<file path="src/rtl/ice_response_parser.sv">
//==============================================================================
// Module   : ice_response_parser
// Purpose  : Decodes ICE UART response frames ('a'/'c' + hex pairs + LF) into
//            tagged bytes on a valid/ready FIFO, with per-frame status.
// Options  : PARSER_TIMEOUT_EN enables the mid-frame idle timeout.
// Revision : 1.0 - initial release
//==============================================================================
`default_nettype none

module ice_response_parser #(
    parameter int FIFO_DEPTH_LOG2 = 3,
    parameter int TIMEOUT_CYCLES  = 20000
) (
    input  logic       clk,
    input  logic       resetn,
    input  logic [7:0] rx_data,
    input  logic       rx_latch,
    output logic [7:0] out_data,
    output logic       out_iface,
    output logic       out_valid,
    input  logic       out_ready,
    output logic       frame_start,
    output logic       frame_done,
    output logic [7:0] frame_len,
    output logic       frame_err,
    output logic       overflow
);

    localparam int         DEPTH   = 1 << FIFO_DEPTH_LOG2;
    localparam logic [7:0] C_CHR_A = 8'h61;
    localparam logic [7:0] C_CHR_C = 8'h63;
    localparam logic [7:0] C_LF    = 8'h0a;
    localparam logic [7:0] C_CR    = 8'h0d;

    typedef enum logic [1:0] {
        S_IDLE    = 2'd0,
        S_HI      = 2'd1,
        S_LO      = 2'd2,
        S_DISCARD = 2'd3
    } state_t;

    state_t                 r_state;
    logic                   r_iface;
    logic [3:0]             r_hi;
    logic [7:0]             r_len;
    logic                   r_err;
    logic [8:0]             r_mem [DEPTH];
    logic [FIFO_DEPTH_LOG2:0] r_wr_ptr;
    logic [FIFO_DEPTH_LOG2:0] r_rd_ptr;

    logic       w_char;
    logic       w_is_hex;
    logic [3:0] w_nib;
    logic       w_empty;
    logic       w_full;
    logic       w_pop;
    logic       w_push_req;
    logic       w_push_ok;
    logic       w_timeout;

    always_comb begin
        w_is_hex = 1'b0;
        w_nib    = 4'd0;
        if (rx_data >= 8'h30 && rx_data <= 8'h39) begin
            w_is_hex = 1'b1;
            w_nib    = rx_data[3:0];
        end else if ((rx_data >= 8'h41 && rx_data <= 8'h46) ||
                     (rx_data >= 8'h61 && rx_data <= 8'h66)) begin
            w_is_hex = 1'b1;
            w_nib    = rx_data[3:0] + 4'd9;
        end
    end

    // CR is transparent in every state, so it never counts as a character.
    assign w_char     = rx_latch && (rx_data != C_CR);
    assign w_empty    = (r_wr_ptr == r_rd_ptr);
    assign w_full     = (r_wr_ptr[FIFO_DEPTH_LOG2] != r_rd_ptr[FIFO_DEPTH_LOG2]) &&
                        (r_wr_ptr[FIFO_DEPTH_LOG2-1:0] == r_rd_ptr[FIFO_DEPTH_LOG2-1:0]);
    assign w_pop      = !w_empty && out_ready;
    assign w_push_req = w_char && (r_state == S_LO) && w_is_hex;
    assign w_push_ok  = w_push_req && (!w_full || w_pop);

    assign out_valid  = !w_empty;
    assign out_data   = w_empty ? 8'd0 : r_mem[r_rd_ptr[FIFO_DEPTH_LOG2-1:0]][7:0];
    assign out_iface  = w_empty ? 1'b0 : r_mem[r_rd_ptr[FIFO_DEPTH_LOG2-1:0]][8];

`ifdef PARSER_TIMEOUT_EN
    localparam int C_TMO_W = $clog2(TIMEOUT_CYCLES + 1);
    logic [C_TMO_W-1:0] r_tmo_cnt;

    always_ff @(posedge clk or negedge resetn) begin
        if (!resetn) begin
            r_tmo_cnt <= '0;
        end else if (rx_latch || (r_state == S_IDLE) || w_timeout) begin
            r_tmo_cnt <= '0;
        end else begin
            r_tmo_cnt <= r_tmo_cnt + 1'b1;
        end
    end

    assign w_timeout = (r_state != S_IDLE) && !rx_latch &&
                       (r_tmo_cnt == C_TMO_W'(TIMEOUT_CYCLES - 1));
`else
    logic [31:0] w_unused_tmo;
    assign w_unused_tmo = TIMEOUT_CYCLES;
    assign w_timeout    = 1'b0;
`endif

    always_ff @(posedge clk) begin
        if (w_push_ok) begin
            r_mem[r_wr_ptr[FIFO_DEPTH_LOG2-1:0]] <= {r_iface, r_hi, w_nib};
        end
    end

    always_ff @(posedge clk or negedge resetn) begin
        if (!resetn) begin
            r_wr_ptr <= '0;
            r_rd_ptr <= '0;
        end else begin
            if (w_push_ok) r_wr_ptr <= r_wr_ptr + 1'b1;
            if (w_pop)     r_rd_ptr <= r_rd_ptr + 1'b1;
        end
    end

    always_ff @(posedge clk or negedge resetn) begin
        if (!resetn) begin
            r_state     <= S_IDLE;
            r_iface     <= 1'b0;
            r_hi        <= 4'd0;
            r_len       <= 8'd0;
            r_err       <= 1'b0;
            frame_start <= 1'b0;
            frame_done  <= 1'b0;
            frame_len   <= 8'd0;
            frame_err   <= 1'b0;
            overflow    <= 1'b0;
        end else begin
            frame_start <= 1'b0;
            frame_done  <= 1'b0;
            if (w_push_req && !w_push_ok) overflow <= 1'b1;

            if (w_timeout) begin
                frame_done <= 1'b1;
                frame_len  <= r_len;
                frame_err  <= 1'b1;
                r_state    <= S_IDLE;
            end else if (w_char) begin
                case (r_state)
                    S_IDLE: begin
                        if (rx_data == C_CHR_A || rx_data == C_CHR_C) begin
                            r_state     <= S_HI;
                            r_iface     <= (rx_data == C_CHR_C);
                            r_len       <= 8'd0;
                            r_err       <= 1'b0;
                            frame_start <= 1'b1;
                        end
                    end
                    S_HI: begin
                        if (w_is_hex) begin
                            r_hi    <= w_nib;
                            r_state <= S_LO;
                        end else if (rx_data == C_LF) begin
                            frame_done <= 1'b1;
                            frame_len  <= r_len;
                            frame_err  <= r_err;
                            r_state    <= S_IDLE;
                        end else begin
                            r_err   <= 1'b1;
                            r_state <= S_DISCARD;
                        end
                    end
                    S_LO: begin
                        if (w_is_hex) begin
                            // Dropped bytes still count toward the frame length.
                            r_len   <= (r_len == 8'hff) ? r_len : r_len + 8'd1;
                            if (!w_push_ok) r_err <= 1'b1;
                            r_state <= S_HI;
                        end else if (rx_data == C_LF) begin
                            frame_done <= 1'b1;
                            frame_len  <= r_len;
                            frame_err  <= 1'b1;
                            r_state    <= S_IDLE;
                        end else begin
                            r_err   <= 1'b1;
                            r_state <= S_DISCARD;
                        end
                    end
                    S_DISCARD: begin
                        if (rx_data == C_LF) begin
                            frame_done <= 1'b1;
                            frame_len  <= r_len;
                            frame_err  <= 1'b1;
                            r_state    <= S_IDLE;
                        end
                    end
                    default: r_state <= S_IDLE;
                endcase
            end
        end
    end

endmodule

`default_nettype wire

</file>
<file path="config.mk">
export PLATFORM = sky130hd
export DESIGN_NAME = ice_response_parser
export DESIGN_NICKNAME = d
export VERILOG_FILES = /design/src/rtl/ice_response_parser.sv
export SDC_FILE = /design/constraint.sdc
export NUM_CORES = 1
export LEC_CHECK = 0
export CAP_MARGIN = 40
export CORE_ASPECT_RATIO = 0.7
export CORE_MARGIN = 4
export CORE_UTILIZATION = 35
export DETAILED_ROUTE_END_ITERATION = 7
export DONT_BUFFER_PORTS = 1
export SKIP_CTS_REPAIR_TIMING = 1
export SLEW_MARGIN = 20
export SYNTH_ARGS = -nofsm -noshare
export SYNTH_HDL_FRONTEND = slang
export SYNTH_SLANG_ARGS = --single-unit
export TNS_END_PERCENT = 30
</file>
<file path="constraint.sdc">
create_clock -name clk -period 7.7 [get_ports clk]
set_clock_uncertainty 0.05 [all_clocks]
set_input_delay 1.155 -clock clk [delete_from_list [all_inputs] [get_ports clk]]
set_output_delay 1.155 -clock clk [all_outputs]
set_load 0.02 [all_outputs]
</file>
# --- Word-level counts from Yosys, hierarchy flattened ---
# Memories as Yosys holds them, arrays and structs flattened.
# Index checks and enable logic that the tools add are counted.
totals:
  ff_bits: 36
  mem_bits_rw: 72
  inputBits: 12
  output_inout_bits: 22
  elab_cells: 111
  n_memories: 1
mem_list:
  columns: ["name", "depth", "width", "read_ports", "rd_clocked_by_memory_dff", "wr", "line", "rtl"]
  rows:
  - ["r_mem", 8, 9, 1, 0, 1, "47", "logic [8:0] r_mem [DEPTH];"]
op_classes:
  n_addsub: 4
  order_cmp: 6
  n_eq_ne: 20
  mux: 39
  n_reduce_logical: 29
ops:
  columns: ["operator", "n"]
  rows:
  - ["2-to-1 mux 8 bit", 6]
  - ["one-hot mux 8 bit (2 select lines)", 2]
  - ["2-to-1 mux 1 bit", 20]
  - ["== test 8 x 7 -> 1 bit, second input constant", 2]
  - ["greater-or-equal comparator 8 x 7 -> 1 bit, second input constant", 2]
  - ["<= comparator 8 x 7 -> 1 bit, second input constant", 2]
  - ["!= test 2 bit, second input constant", 8]
  - ["AND reduction 5 bit", 3]
  - ["AND reduction 3 bit", 4]
  - ["logical AND 1 bit", 10]
  - ["2-to-1 mux 2 bit", 5]
  - ["adder 4 x 1 -> 4 bit, second input constant", 2]
  - ["adder 8 x 1 -> 8 bit, second input constant", 1]
  - ["== test 8 x 4 -> 1 bit, second input constant", 1]
  - ["== test 8 bit, second input constant", 1]
  - ["greater-or-equal comparator 8 x 6 -> 1 bit, second input constant", 1]
  - ["<= comparator 8 x 6 -> 1 bit, second input constant", 1]
  - ["2-to-1 mux 4 bit", 2]
  - ["!= test 8 x 4 -> 1 bit, second input constant", 1]
  - ["one-hot mux 2 bit (4 select lines)", 1]
  - ["one-hot mux 1 bit (3 select lines)", 2]
  - ["nonzero test 3 bit", 2]
  - ["adder 4 bit, second input constant", 1]
  - ["== test 2 bit, second input constant", 2]
  - ["11 further kinds", 16]

# --- Depth between registers and ports, before layout ---
logic_depth:
  depth_word: 10
  depth_mapped: 9
  depth_no_buf: 7

# --- Worst setup path after synthesis ---
# OpenSTA, ideal clock, no wires.
synth_timing:
  path_type: "input port to flip-flop"
  start: "in rx_data[1]"
  end: "mem r_mem[0][0], enable pin"
  setup_ns: 0.399
  arrival_time_ns: 3.717
  required_ns: 7.251
  setup_slack_ns: 3.534
  cell_stages: 9
  path_buffers: 2
  path_cell_list: "inv_1 -> ha_1 -> o21bai_1 -> a2111o_1 -> buf_2 -> a211o_1 -> or2_1 -> buf_6 -> nor4_1"
synth_between:
  elab_chain_len: 9
  word_cells_on_any_way: 19
  cone_classes: "order compare (6); eq/ne (1); mux (4); reduce/logical (8)"
synth_lines:
  columns: ["item", "line", "rtl"]
  rows:
  - ["start, declared", "16", "input logic [7:0] rx_data,"]
  - ["greater-or-equal comparator 8 x 7 -> 1 bit, or another cell as far along", "67", "end else if ((rx_data >= 8'h41 && rx_data <= 8'h46) ||"]
  - ["logical AND 1 bit (on tied branches)", "67, 68", null]
  - ["logical OR 1 bit", "67", null]
  - ["2-to-1 mux 1 bit", "67", null]
  - ["2-to-1 mux 1 bit", "64", "if (rx_data >= 8'h30 && rx_data <= 8'h39) begin"]
  - ["logical AND 1 bit *", "80", "assign w_push_req = w_char && (r_state == S_LO) && w_is_hex;"]
  - ["logical AND 1 bit *", "81", "assign w_push_ok = w_push_req && (!w_full || w_pop);"]
  - ["2-to-1 mux 1 bit *", "110", "if (w_push_ok) begin"]
  - ["2-to-1 mux 1 bit (implied by the code) *", "111", "r_mem[r_wr_ptr[FIFO_DEPTH_LOG2-1:0]] <= {r_iface, r_hi, w_nib};"]
  - ["end, declared", "47", null]
# Every way passes the cells marked *; elsewhere a longest branch is shown, timed or not.

# --- Worst setup path after layout ---
layout_timing:
  start: "in rx_data[1]"
  end: "mem r_mem[4][7], enable pin"
# The elaborated chain is that of the path after synthesis.

==> impl_results.md <==
* Syn Nets at 353
* Final core utilization at 0.3948
* Main flop type after synthesis: edfxtp_1
* Worst-skew pair later-pin latency at 340 ps
* Most common library cell in the layout ignoring fill and taps: edfxtp_1
* WL/cell at 19.20 microns
* PwrDens at 298.3 mW/mm^2
* Sequential share of the synthesized area at 0.6201
* IO Pins at 34
* Sequential share of power at 0.452
* Slew margin rel. at 0.4077
* Die height at 107.4 microns
* Fin worst setup slack at 3875 ps
* Critical Path Sink: r_mem[4][7]
* DP Worst Slack at 3471 ps
* Global-route wire length before repair at 16.27 mm
* Die area at 0.01611 sq mm
* Port bufs at 0
* Via count at 2821
* Commonest non-fill, non-tap cells in the layout: edfxtp_1 (72), dfrtp_1 (36), nor2_1 (21)
* Routability-driven placement congestion ratio at 0.8563
* Synth unique cells at 58
* Peak Freq at 0.2614 GHz
* Crit Path Class: input pin to register
* Asr flop ratio synth at 0.3333
* Total negative slack at 0 ps
* Reg-to-Reg Start: r_state[0]
* Switch share at 0.3354
* Clock Tree Root: clkbuf_16
* CTS max path bufs at 2
* Placed insts at 513
* # diodes at 0
* Synth Area in Adders at 0.03040
* RSZ-0062 raised after global routing: no
* # DRC at 0
* Avg Inst Size Synth at 15.01 sq um
* HPWL after DPL at 7.206 mm
* Layout cells sized above 1 at 0.2059
* Worst-path clk slew at 70 ps
* CP Max Fanout at 10
* Crit share post-route at 0.4968
* Worst EP required at 7630 ps
* DR iter-0 viols at 284
* Post-route ant nets at 0
* Fin. Hold Viols at 0
* Worst setup startpoint: rx_data[1]
* Critical path arrival at 3750 ps
* Crit end category: register
* Post-synthesis mux area share at 0.1368
* Post-synth EDFFs at 72
* Htree depth at 3
* Worst VDD drop at 0.1640 mV
* RR Endpoint: r_mem[4][7]
* WL final at 10.18 mm
* Die Wd at 150.0 microns
* Complex-gate fraction of the synthesized area at 0.07928
* Vias in the first global route at 2773
* Vias/cell at 5.323
* CP startpoint kind: input pin
* Mapped Cells at 329
* Starting density of the core at 0.3561
* Worst hold slack at 441.1 ps
* Final setup viols at 0
* Outcome: finished, final reports clean
* #FFs+latches synth at 108
* Pint at 1086 uW
* FILL cells at 1299
* Post-Synth Simple-Gate Area at 0.09017
* Slew Viols, Final at 0
* Reg2Reg Setup Slack at 4630 ps
* Gr ovfl total at 0
* Clock sink count at 108
* GRT Util Overall at 0.1347
* Largest family of logic cells by synthesized area: multiplexers
* Largest net degree at the start of global routing at 37
* Non-filler instance count after layout at 530
* Row cnt at 36
* Pleak at 0.002102 uW
* Actual slew at the worst max-slew pin at 866.0 ps
* Initial antenna violation count at 0
* DRT Pass-1 Iters at 5
* Post-layout min period at 3825 ps
* CTS buffer count at 9
* Clock Power Share at 0.265
* Core ar. at 0.01387 sq mm
* Max_cap viols at 0
* Area growth syn-to-layout at 10.89%
* Worst Hold Class: register to register
* Ys Warns at 0
* CTS tree: built
* FF-to-FF path depth at 6
* Final #Nets at 359
* Proportion of power drawn by combinational gates at 0.283
* Sw Pwr at 548.0 uW
* Mapped Area at 0.004940 sq mm
* Post-synthesis xor/xnor area fraction at 0.01950
## cells by family (layout without fill, tap and decap cells)
kind of cell             count (synthesis)  in the layout
multiplexers                            43             43
AO/OA/AOI/OAI                           51             51
AND/OR/NAND/NOR                         77             77
flip-flops                             108            108
buffers and inverters                   27             38
adder cells (fa/ha/maj)                 12             12
XOR/XNOR                                11             11
## layout make-up
class	instances	area, sq um	share of cell area
sequential	108	3063	0.5592
multi-input combinational	194	1772	0.3234
tap	190	237.7	0.04340
clock buffer	9	225.2	0.04111
timing repair buffer	11	77.57	0.01416
clock inverter	7	61.31	0.01119
inverter	11	41.29	0.007538
## routing by layer
metal | global-route usage | share of wire | up-vias
li1 | - | - | 1299
met1 | 0.2063 | 0.51 | 1427
met2 | 0.1854 | 0.42 | 85
met3 | 0.03788 | 0.056 | 10
met4 | 0.03721 | 0.010 | 0
met5 | 0 | 0 | -
## power groups by stage
stage          Clock (uW)  Sequential (uW)  Combinational, uW
4_1_cts               448              740                466
5_1_grt               473              748                504
3_5_place_dp            0              753                465
6_report              433              739                462
2_1_floorplan           0              716                403
3_3_place_gp            0              767                432
## state kept, by name, summed over array words and instances (netlist names)
name	count
r_len	8
r_err	1
r_mem	72
r_hi	4
overflow	1
frame_err	1
frame_done	1
frame_len	8
frame_start	1
r_rd_ptr	4
r_iface	1
r_state	2
r_wr_ptr	4
## worst min path at each step
stage | startpoint | end | slack [ps] | cells after the start
after detailed placement | r_wr_ptr[3] | r_wr_ptr[3] | 430 | 1
after global routing | resetn | frame_start | 420 | 0
after CTS | resetn | frame_start | 430 | 0
final | r_wr_ptr[3] | r_wr_ptr[3] | 440 | 1
after floorplan | r_wr_ptr[3] | r_wr_ptr[3] | 410 | 1
after global placement | r_wr_ptr[3] | r_wr_ptr[3] | 430 | 1
## per-stage QoR
stage | total power (uW) | cell area (sq um)
after floorplan | 1119 | 4940
after global placement | 1199 | 5136
after detailed placement | 1218 | 5186
after CTS | 1655 | 5473
after global routing | 1725 | 5478
final | 1634 | 5478
## Yosys cell counts, types with 2 or more instances
cell	n	area (sq um)
o21ai_1	2	10.01
ha_1	12	150.1
and3_1	6	37.54
nor4b_2	3	45.04
nor4_1	3	18.77
nand4_1	3	18.77
edfxtp_1	72	2162
a211oi_1	2	15.01
clkbuf_1	11	41.29
mux2_2	16	180.2
a221o_1	2	20.02
o211ai_1	2	15.01
nand2_1	14	52.55
xnor2_1	4	35.03
nor3_1	7	35.03
and4b_1	2	20.02
a31oi_1	4	25.02
a21o_1	5	37.54
o311a_1	2	20.02
a41oi_1	2	17.52
a21oi_1	5	25.02
mux4_2	18	405.4
dfrtp_1	36	900.9
xor2_1	7	61.31
buf_6	2	22.52
nor4b_1	2	17.52
nand3_1	6	30.03
inv_1	11	41.29
mux2i_1	9	90.09
o21ai_0	8	40.04
buf_1	2	7.510
nor2_1	21	78.83
nor3b_1	3	22.52
## critical path, cell delays in order
cell and delay (ps):
inv_1 70, ha_1 290, o21bai_1 150, a2111o_1 570, a211o_1 370, or2_1 380, nor4b_4 750
Power figures use the tool's default switching activity.
